<file path="src/rtl/grid_checker_pkg.sv">
// ============================================================================
// Module      : grid_checker_pkg
// Description : Shared constants, FSM encoding and cell addressing for the
//               grid checker.
// Revision    : 1.0 - initial release
// ============================================================================
`default_nettype none

package grid_checker_pkg;

  localparam int GRID_DIM = 9;
  localparam int CELLS    = GRID_DIM * GRID_DIM;
  localparam int CELL_W   = 4;

  typedef enum logic [1:0] {
    ST_IDLE   = 2'd0,
    ST_SNAP   = 2'd1,
    ST_SCAN   = 2'd2,
    ST_UPDATE = 2'd3
  } state_t;

  // LSB position of a linear cell index inside the flattened grid.
  function automatic logic [8:0] cell_offset(input logic [6:0] idx);
    return 9'(idx) * 9'(CELL_W);
  endfunction

endpackage

`default_nettype wire

</file>
<file path="src/rtl/sudoku_solution_rom.sv">
// ============================================================================
// Module      : sudoku_solution_rom
// Description : Combinational lookup of the reference solution, row-major.
// Revision    : 1.0 - initial release
// ============================================================================
`default_nettype none

module sudoku_solution_rom
  import grid_checker_pkg::*;
(
  input  logic [6:0] i_idx,
  output logic [3:0] o_digit
);

  localparam logic [3:0] c_SOL [0:CELLS-1] = '{
    4'd4, 4'd3, 4'd5, 4'd2, 4'd6, 4'd9, 4'd7, 4'd8, 4'd1,
    4'd6, 4'd8, 4'd2, 4'd5, 4'd7, 4'd1, 4'd4, 4'd9, 4'd3,
    4'd1, 4'd9, 4'd7, 4'd8, 4'd3, 4'd4, 4'd5, 4'd6, 4'd2,
    4'd8, 4'd2, 4'd6, 4'd1, 4'd9, 4'd5, 4'd3, 4'd4, 4'd7,
    4'd3, 4'd7, 4'd4, 4'd6, 4'd8, 4'd2, 4'd9, 4'd1, 4'd5,
    4'd9, 4'd5, 4'd1, 4'd7, 4'd4, 4'd3, 4'd6, 4'd2, 4'd8,
    4'd5, 4'd1, 4'd9, 4'd3, 4'd2, 4'd6, 4'd8, 4'd7, 4'd4,
    4'd2, 4'd4, 4'd8, 4'd9, 4'd5, 4'd7, 4'd1, 4'd3, 4'd6,
    4'd7, 4'd6, 4'd3, 4'd4, 4'd1, 4'd8, 4'd2, 4'd5, 4'd9
  };

  // Indices past the last cell read as 0, which never matches a valid digit.
  always_comb begin
    o_digit = 4'd0;
    if (i_idx < 7'(CELLS)) begin
      o_digit = c_SOL[i_idx];
    end
  end

endmodule

`default_nettype wire

</file>
<file path="config.mk">
export PLATFORM = sky130hd
export DESIGN_NAME = sudoku_solution_rom
export DESIGN_NICKNAME = d
export VERILOG_FILES = /design/src/rtl/grid_checker_pkg.sv /design/src/rtl/sudoku_solution_rom.sv
export SDC_FILE = /design/constraint.sdc
export NUM_CORES = 1
export LEC_CHECK = 0
export CAP_MARGIN = 10
export CORE_AREA = 2 2 39 41
export DETAILED_ROUTE_END_ITERATION = 12
export DIE_AREA = 0 0 41 43
export PLACE_DENSITY_LB_ADDON = 0.08
export SYNTH_ARGS = -nofsm -noshare
export SYNTH_HDL_FRONTEND = slang
export SYNTH_SLANG_ARGS = --single-unit
</file>
<file path="constraint.sdc">
create_clock -name vclk -period 4.35
set_input_delay 0.435 -clock vclk [all_inputs]
set_output_delay 0.435 -clock vclk [all_outputs]
set_load 0.02 [all_outputs]
</file>
==> metrics.md <==
| Metric | Value |
|---|---|
| Die width | `41 microns` |
| Logic gate share of total power | `100.0%` |
| Main combinational cell family by area after synthesis | `compound AO/OA/AOI/OAI gates` |
| Synth Area in Adders | `13.6%` |
| Max FO, Critical Path | `11` |
| Fin crit share | `83.4%` |
| Core region area | `1380 sq um` |
| Status | `completed` |
| Antenna-violating nets left | `0` |
| P_leak | `0.332 nW` |
| Post-synthesis compound-gate area fraction | `45.1%` |
| Clock share of power | `0%` |
| Ys Warns | `0` |
| Worst hold path class | `in2out` |
| Slowest cell on the critical path | `clkdlybuf4s50_1` |
| Vias | `795` |
| Crit Path Class | `in2out` |
| Worst hold margin | `2.28 ns` |
| Critical Path End Type | `output pin` |
| I/O Buffers | `11` |
| GR Overflow Total | `0` |
| Share of layout cells above drive strength 1 | `7.62%` |
| Routability cong. | `0.859` |
| Final setup violation count | `0` |
| NetSw | `0.0481 mW` |
| Reg area | `0 sq um` |
| CP Data Required Time | `3.91 ns` |
| Final Max Slew Viols | `0` |
| Post-layout net count | `122` |
| Setup_tns | `0 ns` |
| Die height | `43 microns` |
| Synth top area cells | `ha_1, a211o_1, o211ai_1` |
| CP Launch Type | `input pin` |
| DRT iter0 DRCs | `36` |
| Pin count of the biggest net entering global routing | `22` |
| Area grow syn2layout | `11.7%` |
| Synth top area share | `13.6%` |
| Worst slew pin tran | `0.677 ns` |
| Critical Path, Cell by Cell | `clkdlybuf4s50_1, inv_1, ha_1, or3_1, a32o_1, o311ai_2, clkdlybuf4s50_1` |
| Post_cts resized | `0` |
| Xor/xnor share of the synthesized area | `1.19%` |
| Critical Path Most Common Cell | `clkdlybuf4s50_1` |
| Seq/Total Area, Yosys | `0%` |
| CP max stage delay | `0.69 ns` |
| Yosys cell types | `47` |
| Setup ws final | `0.721 ns` |
| Slew margin rel. | `54.7%` |
| Clock buffers | `0` |
| Post-synthesis simple-gate area fraction | `24.2%` |
| Antenna violations before repair | `0` |
| DR pass1 iterations | `4` |
| Num rows | `14` |
| Max Cap Viol | `0` |
| HPWL Detailed | `1430 microns` |
| Post-cts hold buffer count | `0` |
| Int Power | `0.0387 mW` |
| Sw Share | `55.4%` |
| Post-synth top area cell | `ha_1` |
| Post-Route WL | `1910 microns` |
| Pwr dens | `105 nW/um^2` |
| Hold Path End | `o_digit[1]` |
| Via-to-Cell Ratio | `6.57` |
| Initial cell density of the core | `53.3%` |
| Drt wl/cell | `15.8 microns` |
| Setup bufs post-CTS | `0` |
| Worst hold path stage count | `4` |
| Number of diodes | `0` |
| Flop pwr share | `0%` |
| Post-Syn Instances | `100` |
| Fmax | `276 MHz` |
| Vias in the first global route | `664` |
| Drt drc | `0` |
| Min-delay src | `i_idx[5]` |
| Final min period | `3.63 ns` |
| Final hold violation count | `0` |
| DIE AREA | `1760 sq um` |
| Setup WS pre-CTS | `0.732 ns` |
| Unrepaired setup endpoints after global routing | `false` |
| Seq_cells | `0` |
| I/O Pins | `11` |
| Multiplexer share of the synthesized area | `4.41%` |
| Total power | `0.0868 mW` |
| Worst Path Arrival | `3.19 ns` |
| Post-Syn Nets | `115` |
| Max rail drop VDD | `50.0 uV` |
| First-pass GRT wire length | `3120 microns` |
| Cell area after synthesis | `738 sq um` |
| Synth cell count leaders | `ha_1, nand2_1, inv_1` |
| Mean Syn Cell Area | `7.38 sq um` |
| All-layer global routing usage | `23.7%` |
-- per-stage QoR --
step / instance area (sq um) / util, % / instances
2_1_floorplan: 738 / - / 100
3_3_place_gp: 825 / 59.6 / 121
3_5_place_dp: 825 / 59.6 / 121
4_1_cts: 825 / 59.6 / 121
5_1_grt: 825 / 59.6 / 121
6_report: 825 / 59.6 / 121
-- critical path, delay by kind of cell --
| kind | cells | cell delay [ns] |
|---|---|---|
| AOI/OAI and AO/OA | 2 | 0.50 |
| adders and majority gates | 1 | 0.40 |
| buffers and inverters | 3 | 1.53 |
| and+or+nand+nor | 1 | 0.33 |
-- worst max-delay path by stage --
stage,start,to,slack [ns]
3_3_place_gp,i_idx[0],o_digit[2],0.83
2_1_floorplan,i_idx[0],o_digit[2],2.10
5_1_grt,i_idx[0],o_digit[2],0.54
4_1_cts,i_idx[0],o_digit[2],0.73
6_report,i_idx[0],o_digit[2],0.72
3_5_place_dp,i_idx[0],o_digit[2],0.73
-- per-layer routing --
| layer | share of wire [%] | routed length, microns | GRT usage, % | vias to the layer above |
|---|---|---|---|---|
| li1 | - | - | - | 397 |
| met1 | 46 | 882 | 39.0 | 363 |
| met2 | 48 | 911 | 35.9 | 35 |
| met3 | 5.8 | 111 | 0 | 0 |
| met4 | 0 | 0 | 0 | 0 |
| met5 | 0 | 0 | 0 | - |
-- power by group through the flow --
stage               clock network, mW  logic (mW)  registers (mW)
detailed placement                  0      0.0859               0
global placement                    0      0.0855               0
finish                              0      0.0868               0
CTS                                 0      0.0861               0
floorplan                           0      0.0599               0
global route                        0      0.0944               0
-- layout by cell type (no fill, tap or decap), drive strengths merged, types with 2 or more instances in the layout --
cell type,instances
or3,2
inv,7
a21boi,2
a21o,2
a211o,5
a31oi,3
a41oi,2
nor2b,5
o211a,2
buf,2
clkdlybuf4s50,11
nand3,2
o211ai,5
o21ai,4
nor2,5
o311ai,3
a21oi,2
nand2b,5
ha,8
nor3,2
nand2,8
-- kinds of logic after synthesis --
logic type               count (synthesis)
buffers and inverters                   15
multiplexers                             2
AO/OA/AOI/OAI                           40
XOR/XNOR                                 1
AND/OR/NAND/NOR                         34
adder cells (fa/ha/maj)                  8
-- final cells by class --
cell class                 count  area, sq um
timing repair buffer          13          125
multi-input combinational     85          653
tap                           16         20.0
fill                         131          559
inverter                       7         26.3
(Power assumes the default switching activity.)
